==> config.mk <==
export PLATFORM = sky130hd
export DESIGN_NAME = r5p_bus_arb
export DESIGN_NICKNAME = d
export VERILOG_FILES = /design/src/rtl/r5p_pkg.sv /design/src/rtl/r5p_bus_arb_sel.sv /design/src/rtl/r5p_bus_arb.sv
export SDC_FILE = /design/constraint.sdc
export NUM_CORES = 1
export LEC_CHECK = 0
export CORE_AREA = 3 3 107 109
export CTS_CLUSTER_SIZE = 28
export DETAILED_ROUTE_END_ITERATION = 10
export DIE_AREA = 0 0 110 112
export PLACE_DENSITY = 0.59
export SKIP_CTS_REPAIR_TIMING = 1
export SYNTH_ARGS = -nofsm -noshare
export SYNTH_HDL_FRONTEND = slang
export SYNTH_SLANG_ARGS = --single-unit
==> constraint.sdc <==
create_clock -name clk -period 4.5 [get_ports clk]
set_input_delay 1.35 -clock clk [delete_from_list [all_inputs] [get_ports clk]]
set_output_delay 1.35 -clock clk [all_outputs]
set_load 0.01 [all_outputs]
==> src/rtl/r5p_pkg.sv <==
// r5p_pkg -- shared types for the r5p bus arbiter.
//
// Contents:
//   gnt_e      : grant FSM states (who holds a stalled request on the memory port)
//   rsp_e      : owner of the read response arriving on the next cycle
//   sel_t      : one-hot requester select, bit SEL_IF = fetch, bit SEL_LS = load/store
//   sel_to_rsp : maps a one-hot select to the matching response owner
package r5p_pkg;

  typedef enum logic [1:0] {
    GNT_IDLE = 2'd0,
    GNT_IF   = 2'd1,
    GNT_LS   = 2'd2
  } gnt_e;

  typedef enum logic [1:0] {
    RSP_NONE = 2'd0,
    RSP_IF   = 2'd1,
    RSP_LS   = 2'd2
  } rsp_e;

  localparam int unsigned SEL_IF = 0;
  localparam int unsigned SEL_LS = 1;

  typedef logic [1:0] sel_t;

  function automatic rsp_e sel_to_rsp(input sel_t sel);
    rsp_e r;
    r = RSP_NONE;
    if (sel[SEL_LS])      r = RSP_LS;
    else if (sel[SEL_IF]) r = RSP_IF;
    return r;
  endfunction

endpackage

==> src/rtl/r5p_bus_arb_sel.sv <==
// r5p_bus_arb_sel -- requester selection for the r5p bus arbiter.
//
// Purely combinational. A locked grant state always wins so a stalled
// request is never switched away from; otherwise a lone requester is taken,
// and contention is settled by the priority pointer.
//
// Ports:
//   if_vld_i  : fetch requester valid
//   ls_vld_i  : load/store requester valid
//   gnt_i     : current grant FSM state (GNT_IF/GNT_LS mean locked)
//   ptr_ls_i  : 1 = load/store wins contention, 0 = fetch wins
//   sel_o     : one-hot select (bit SEL_IF / bit SEL_LS), zero when nobody asks
module r5p_bus_arb_sel
  import r5p_pkg::*;
(
  input  logic if_vld_i,
  input  logic ls_vld_i,
  input  gnt_e gnt_i,
  input  logic ptr_ls_i,
  output sel_t sel_o
);

  always_comb begin
    sel_o = '0;
    case (gnt_i)
      GNT_IF: sel_o[SEL_IF] = 1'b1;
      GNT_LS: sel_o[SEL_LS] = 1'b1;
      default: begin
        if (if_vld_i && ls_vld_i) begin
          if (ptr_ls_i) sel_o[SEL_LS] = 1'b1;
          else          sel_o[SEL_IF] = 1'b1;
        end else if (ls_vld_i) begin
          sel_o[SEL_LS] = 1'b1;
        end else if (if_vld_i) begin
          sel_o[SEL_IF] = 1'b1;
        end
      end
    endcase
  end

endmodule

==> src/rtl/r5p_bus_arb.sv <==
// r5p_bus_arb -- two-requester arbiter in front of a single memory port.
//
// Handshake: every port uses valid/ready. A transfer happens on a cycle where
// valid and ready are both high; the requester holds valid and its fields
// stable until then. Read data comes back on m_rdt exactly one cycle after
// the accepting cycle and is steered to the requester that issued the read.
//
// Build option: define R5P_BUS_ARB_RR_EN for round-robin arbitration on
// contention (1-bit pointer, reset to load/store). Without it the load/store
// requester always wins contention and no pointer register exists.
//
// Ports:
//   clk, rst_n                    : clock, asynchronous active-low reset
//   if_vld/if_adr                 : fetch request (read-only)
//   if_rdy/if_rdt                 : fetch accept / read data
//   ls_vld/ls_wen/ls_adr/ls_ben/ls_wdt : load/store request
//   ls_rdy/ls_rdt                 : load/store accept / read data
//   m_vld/m_wen/m_adr/m_ben/m_wdt : shared memory request
//   m_rdy/m_rdt                   : memory accept / read data (one cycle later)
//   dbg_gnt_o                     : grant FSM state
//   dbg_rsp_o                     : response owner register
module r5p_bus_arb
  import r5p_pkg::*;
#(
  parameter int unsigned AW = 32,
  parameter int unsigned DW = 32,
  parameter int unsigned BW = DW/8
) (
  input  logic            clk,
  input  logic            rst_n,
  // fetch requester
  input  logic            if_vld,
  input  logic [AW-1:0]   if_adr,
  output logic            if_rdy,
  output logic [BW*8-1:0] if_rdt,
  // load/store requester
  input  logic            ls_vld,
  input  logic            ls_wen,
  input  logic [AW-1:0]   ls_adr,
  input  logic [BW-1:0]   ls_ben,
  input  logic [BW*8-1:0] ls_wdt,
  output logic            ls_rdy,
  output logic [BW*8-1:0] ls_rdt,
  // memory port
  output logic            m_vld,
  output logic            m_wen,
  output logic [AW-1:0]   m_adr,
  output logic [BW-1:0]   m_ben,
  output logic [BW*8-1:0] m_wdt,
  input  logic            m_rdy,
  input  logic [BW*8-1:0] m_rdt,
  // debug
  output gnt_e            dbg_gnt_o,
  output rsp_e            dbg_rsp_o
);

  gnt_e gnt_q, gnt_d;
  rsp_e rsp_q, rsp_d;
  logic ptr_ls;
  sel_t sel_raw, sel;
  logic sel_if, sel_ls, acc;

  r5p_bus_arb_sel u_sel (
    .if_vld_i (if_vld),
    .ls_vld_i (ls_vld),
    .gnt_i    (gnt_q),
    .ptr_ls_i (ptr_ls),
    .sel_o    (sel_raw)
  );

  // Reset masks the select combinationally so the memory port and both
  // ready outputs go quiet the moment rst_n falls, not at the next edge.
  assign sel    = rst_n ? sel_raw : '0;
  assign sel_if = sel[SEL_IF];
  assign sel_ls = sel[SEL_LS];

  always_comb begin
    m_vld = (sel_if & if_vld) | (sel_ls & ls_vld);
    m_wen = sel_ls & ls_wen;
    m_adr = '0;
    m_ben = '0;
    m_wdt = '0;
    if (sel_ls) begin
      m_adr = ls_adr;
      m_ben = ls_ben;
      m_wdt = ls_wdt;
    end else if (sel_if) begin
      m_adr = if_adr;
      m_ben = '1;          // fetch always reads the full word
    end
  end

  // The locked owner sees m_rdy even if it dropped valid; that cycle moves
  // no data because m_vld follows the owner's valid.
  assign if_rdy = sel_if & m_rdy;
  assign ls_rdy = sel_ls & m_rdy;
  assign acc    = m_vld & m_rdy;

  // Grant FSM: remembers who owns a stalled request. Leaving a locked state
  // on a dropped valid stops a vanished request from blocking the port.
  always_comb begin
    gnt_d = gnt_q;
    case (gnt_q)
      GNT_IDLE: if (m_vld && !m_rdy) gnt_d = sel_ls ? GNT_LS : GNT_IF;
      GNT_IF:   if (m_rdy || !if_vld) gnt_d = GNT_IDLE;
      GNT_LS:   if (m_rdy || !ls_vld) gnt_d = GNT_IDLE;
      default:  gnt_d = GNT_IDLE;
    endcase
  end

  // Writes produce no response, so only accepted reads load an owner.
  always_comb begin
    rsp_d = RSP_NONE;
    if (acc && !m_wen) rsp_d = sel_to_rsp(sel);
  end

  always_ff @(posedge clk or negedge rst_n) begin
    if (!rst_n) begin
      gnt_q <= GNT_IDLE;
      rsp_q <= RSP_NONE;
    end else begin
      gnt_q <= gnt_d;
      rsp_q <= rsp_d;
    end
  end

`ifdef R5P_BUS_ARB_RR_EN
  // After any accepted transfer the pointer moves to the requester that was
  // not served, so back-to-back contention alternates.
  logic ptr_ls_q, ptr_ls_d;

  always_comb begin
    ptr_ls_d = ptr_ls_q;
    if (acc) ptr_ls_d = ~sel_ls;
  end

  always_ff @(posedge clk or negedge rst_n) begin
    if (!rst_n) ptr_ls_q <= 1'b1;
    else        ptr_ls_q <= ptr_ls_d;
  end

  assign ptr_ls = ptr_ls_q;
`else
  assign ptr_ls = 1'b1;
`endif

  assign if_rdt = (rsp_q == RSP_IF) ? m_rdt : '0;
  assign ls_rdt = (rsp_q == RSP_LS) ? m_rdt : '0;

  assign dbg_gnt_o = gnt_q;
  assign dbg_rsp_o = rsp_q;

endmodule

==> results.yml <==
synth:
  synthesis.nets: 329
  yosysMostFrequentCell: "and2_1"
  synth-main-ff-cell: "dfrtp_1"
  synth_compound_area_frac: 0.2800
  synth_top_cell_area_share: 0.4426
  yosysWarningCount: 0
  yosysTopAreaCell: "and2_1"
  synth_adder_area_share: 0.02710
  ys_ff_latch: 4
  syn_inst: 188
  async_flop_share: 1.000
  synth-edff-count: 0
  netlist_area_mm2: 0.001385
  yosysSeqAreaShare: 0.07227
  synthXorXnorAreaFrac: 0
  yosys.area_share.simple: 0.5050
  synth_area_leaders: "and2_1, a22o_1, dfrtp_1"
  syn_area_per_cell_um2: 7.367
  synthMuxAreaShare: 0.007227
  synth_top_family_by_area: "simple AND/OR/NAND/NOR gates"
  synthTopCellsByCount: "and2_1, a22o_1, clkbuf_1"
  synthDistinctLibCells: 26
route:
  wl_um: 8899
  vias: 2410
  ant_nets: 0
  post_drt_wl_per_cell_um: 14.66
  vias_per_cell: 3.970
  drc_errors: 0
  first_pass_iters: 4
  drt_iter0_markers: 91
critical_path:
  worstPathArrival_ns: 3.03
  end_kind: "output port"
  crit_type: "input pin to output port"
  critPathMaxFanout: 19
  cp.required_ns: 3.15
  crit_path_start_kind: "input pin"
global_routing:
  grt_pass1_wl_um: 12460
  grt_max_degree: 47
  antenna_found_initial: 0
  gr-usage-all-layers: 0.1266
  gr-total-overflow: 0
  grt_pass1_vias: 2464
timing:
  hold_viol: 0
  fin_skew_ns: 0.002488
  maxSlewViolCount: 0
  period_minus_slack_ns: 4.381
  finalSetupViolations: 0
  finalCritPeriodShare: 0.9735
  worst_slew_pin_slew_ns: 0.3565
  timing.hold.ws_ns: 0.6488
  slew_headroom: 0.7623
  setup-tns-final_ns: 0
  max_freq_mhz: 228.3
cts:
  clkSinkCount: 4
  cts_tree: "done"
  clockBufferDepth: 2
  cts_buffers: 3
  clk_pin_slew_ns: 0.03
  clk_latency_ns: 0.21
  cts-root-buf: "clkbuf_8"
  cts.htree.levels: 1
pwr:
  combPwrFrac: 0.855
  p_sw_frac: 0.3648
  p_seq_frac: 0.058
  p_leak_nw: 2.849
  p_int_mw: 0.5333
  clkPwrFrac: 0.088
  peakVddDrop_uv: 90.59
  p_per_area_mw_per_mm2: 182.5
  p_switching_mw: 0.3063
hold_path:
  hold_class: "flip-flop to flip-flop"
floorplanning:
  start_util: 0.1295
  die_h_um: 112
  pin_count: 278
  fp.dieArea_mm2: 0.01232
  core_mm2: 0.01070
  rows: 38
  die_w_um: 110
layout:
  finalNonFillerCells: 607
  nNetsFinal: 610
  n_antenna_cell: 0
  final_cell_area_mm2: 0.004601
  area_delta_synth_final_pct: 232.2
  final.fill_count: 1055
  drive_above_1_share: 0.06210
placed_design:
  place.port_buffers: 277
  dpl_cell_area_mm2: 0.004357
  place.gp.congestion: 0.8369
  dp_hpwl_um: 7559
  dp.cells: 601
status:
  status: "finished, final reports clean"
flow_run:
  max-cap-violations: 0
-- metrics by stage --
| stage | setup WS, ns | utilization | total power [mW] |
|---|---|---|---|
| after floorplan | 0.8012 | - | 0.3641 |
| after global placement | -0.1655 | 0.4073 | 0.7838 |
| after detailed placement | -0.1727 | 0.4073 | 0.7870 |
| after CTS | -0.1931 | 0.4111 | 0.8680 |
| after global routing | -0.007072 | 0.4301 | 0.9058 |
| final | 0.1193 | 0.4301 | 0.8396 |
-- per-layer routing --
| layer | vias up | part of all wire | global-route usage |
|---|---|---|---|
| li1 | 1200 | - | - |
| met1 | 1043 | 0.33 | 0.1279 |
| met2 | 159 | 0.53 | 0.2411 |
| met3 | 8 | 0.13 | 0.04754 |
| met4 | 0 | 0.010 | 0.02660 |
| met5 | - | 0 | 0 |
-- worst max-delay path, stage by stage --
cell and delay (ns):
clkdlybuf4s50_1 0.48, or3b_1 0.37, o21ai_1 0.09, and2_4 0.17
buf_4 0.12, buf_12 0.14, a22o_1 0.14, dlymetal6s2s_1 0.17
-- flip-flops by register name, summed over array words and instances, names as in the netlist --
| signal | flops |
|---|---|
| dbg_gnt_o | 2 |
| dbg_rsp_o | 2 |
-- placed cells by master, fill, tap and decap left out, types with 3 or more instances in the layout --
cell             synthesis  routed
buf_12                   4       4
nand2_1                  5       5
a21o_2                   4       4
clkbuf_8                 0       3
and2_1                  98      98
dfrtp_1                  4       4
dlymetal6s2s_1           0      69
clkdlybuf4s50_1          0     206
buf_4                    1      12
nor2b_1                  5       4
a22o_1                  32      32
inv_1                    3       3
ha_1                     3       3
-- worst paths after layout --
check                                  start           end  slack (ns)  cells past startpoint
worst max-delay path                  if_vld     m_adr[19]        0.12                      8
worst min-delay path            dbg_gnt_o[0]  dbg_gnt_o[0]        0.65                      2
worst max register to register  dbg_gnt_o[0]  dbg_rsp_o[0]        2.59                      6
worst min register to register  dbg_gnt_o[0]  dbg_gnt_o[0]        0.65                      2
max in group asynchronous              rst_n  dbg_gnt_o[0]        2.90                      2
min in group asynchronous              rst_n  dbg_rsp_o[0]        1.50                      2
-- final cells by class --
class | instances | area, um2 | share of cell area
inverters | 3 | 11.26 | 0.002448
multi-input cells | 163 | 1142 | 0.2483
clock buffers | 3 | 41.29 | 0.008975
repair buffers | 294 | 3131 | 0.6804
flip-flops and latches | 4 | 100.1 | 0.02176
well taps | 140 | 175.2 | 0.03807
-- logic make-up (layout without fill, tap and decap cells) --
logic type	after synthesis	after routing
compound gates	46	46
fa+ha+maj	3	3
buf+inv	21	300
flops	4	4
mux	1	1
simple gates	113	113
-- power by group through the flow --
stage | registers (mW) | logic, mW | clock network (mW)
2_1_floorplan | 0.0503 | 0.314 | 0
3_3_place_gp | 0.0488 | 0.735 | 0
3_5_place_dp | 0.0487 | 0.738 | 0
4_1_cts | 0.0485 | 0.743 | 0.0769
5_1_grt | 0.0491 | 0.774 | 0.0823
6_report | 0.0484 | 0.718 | 0.0736
Note: power is estimated with default switching activity, not from simulation.
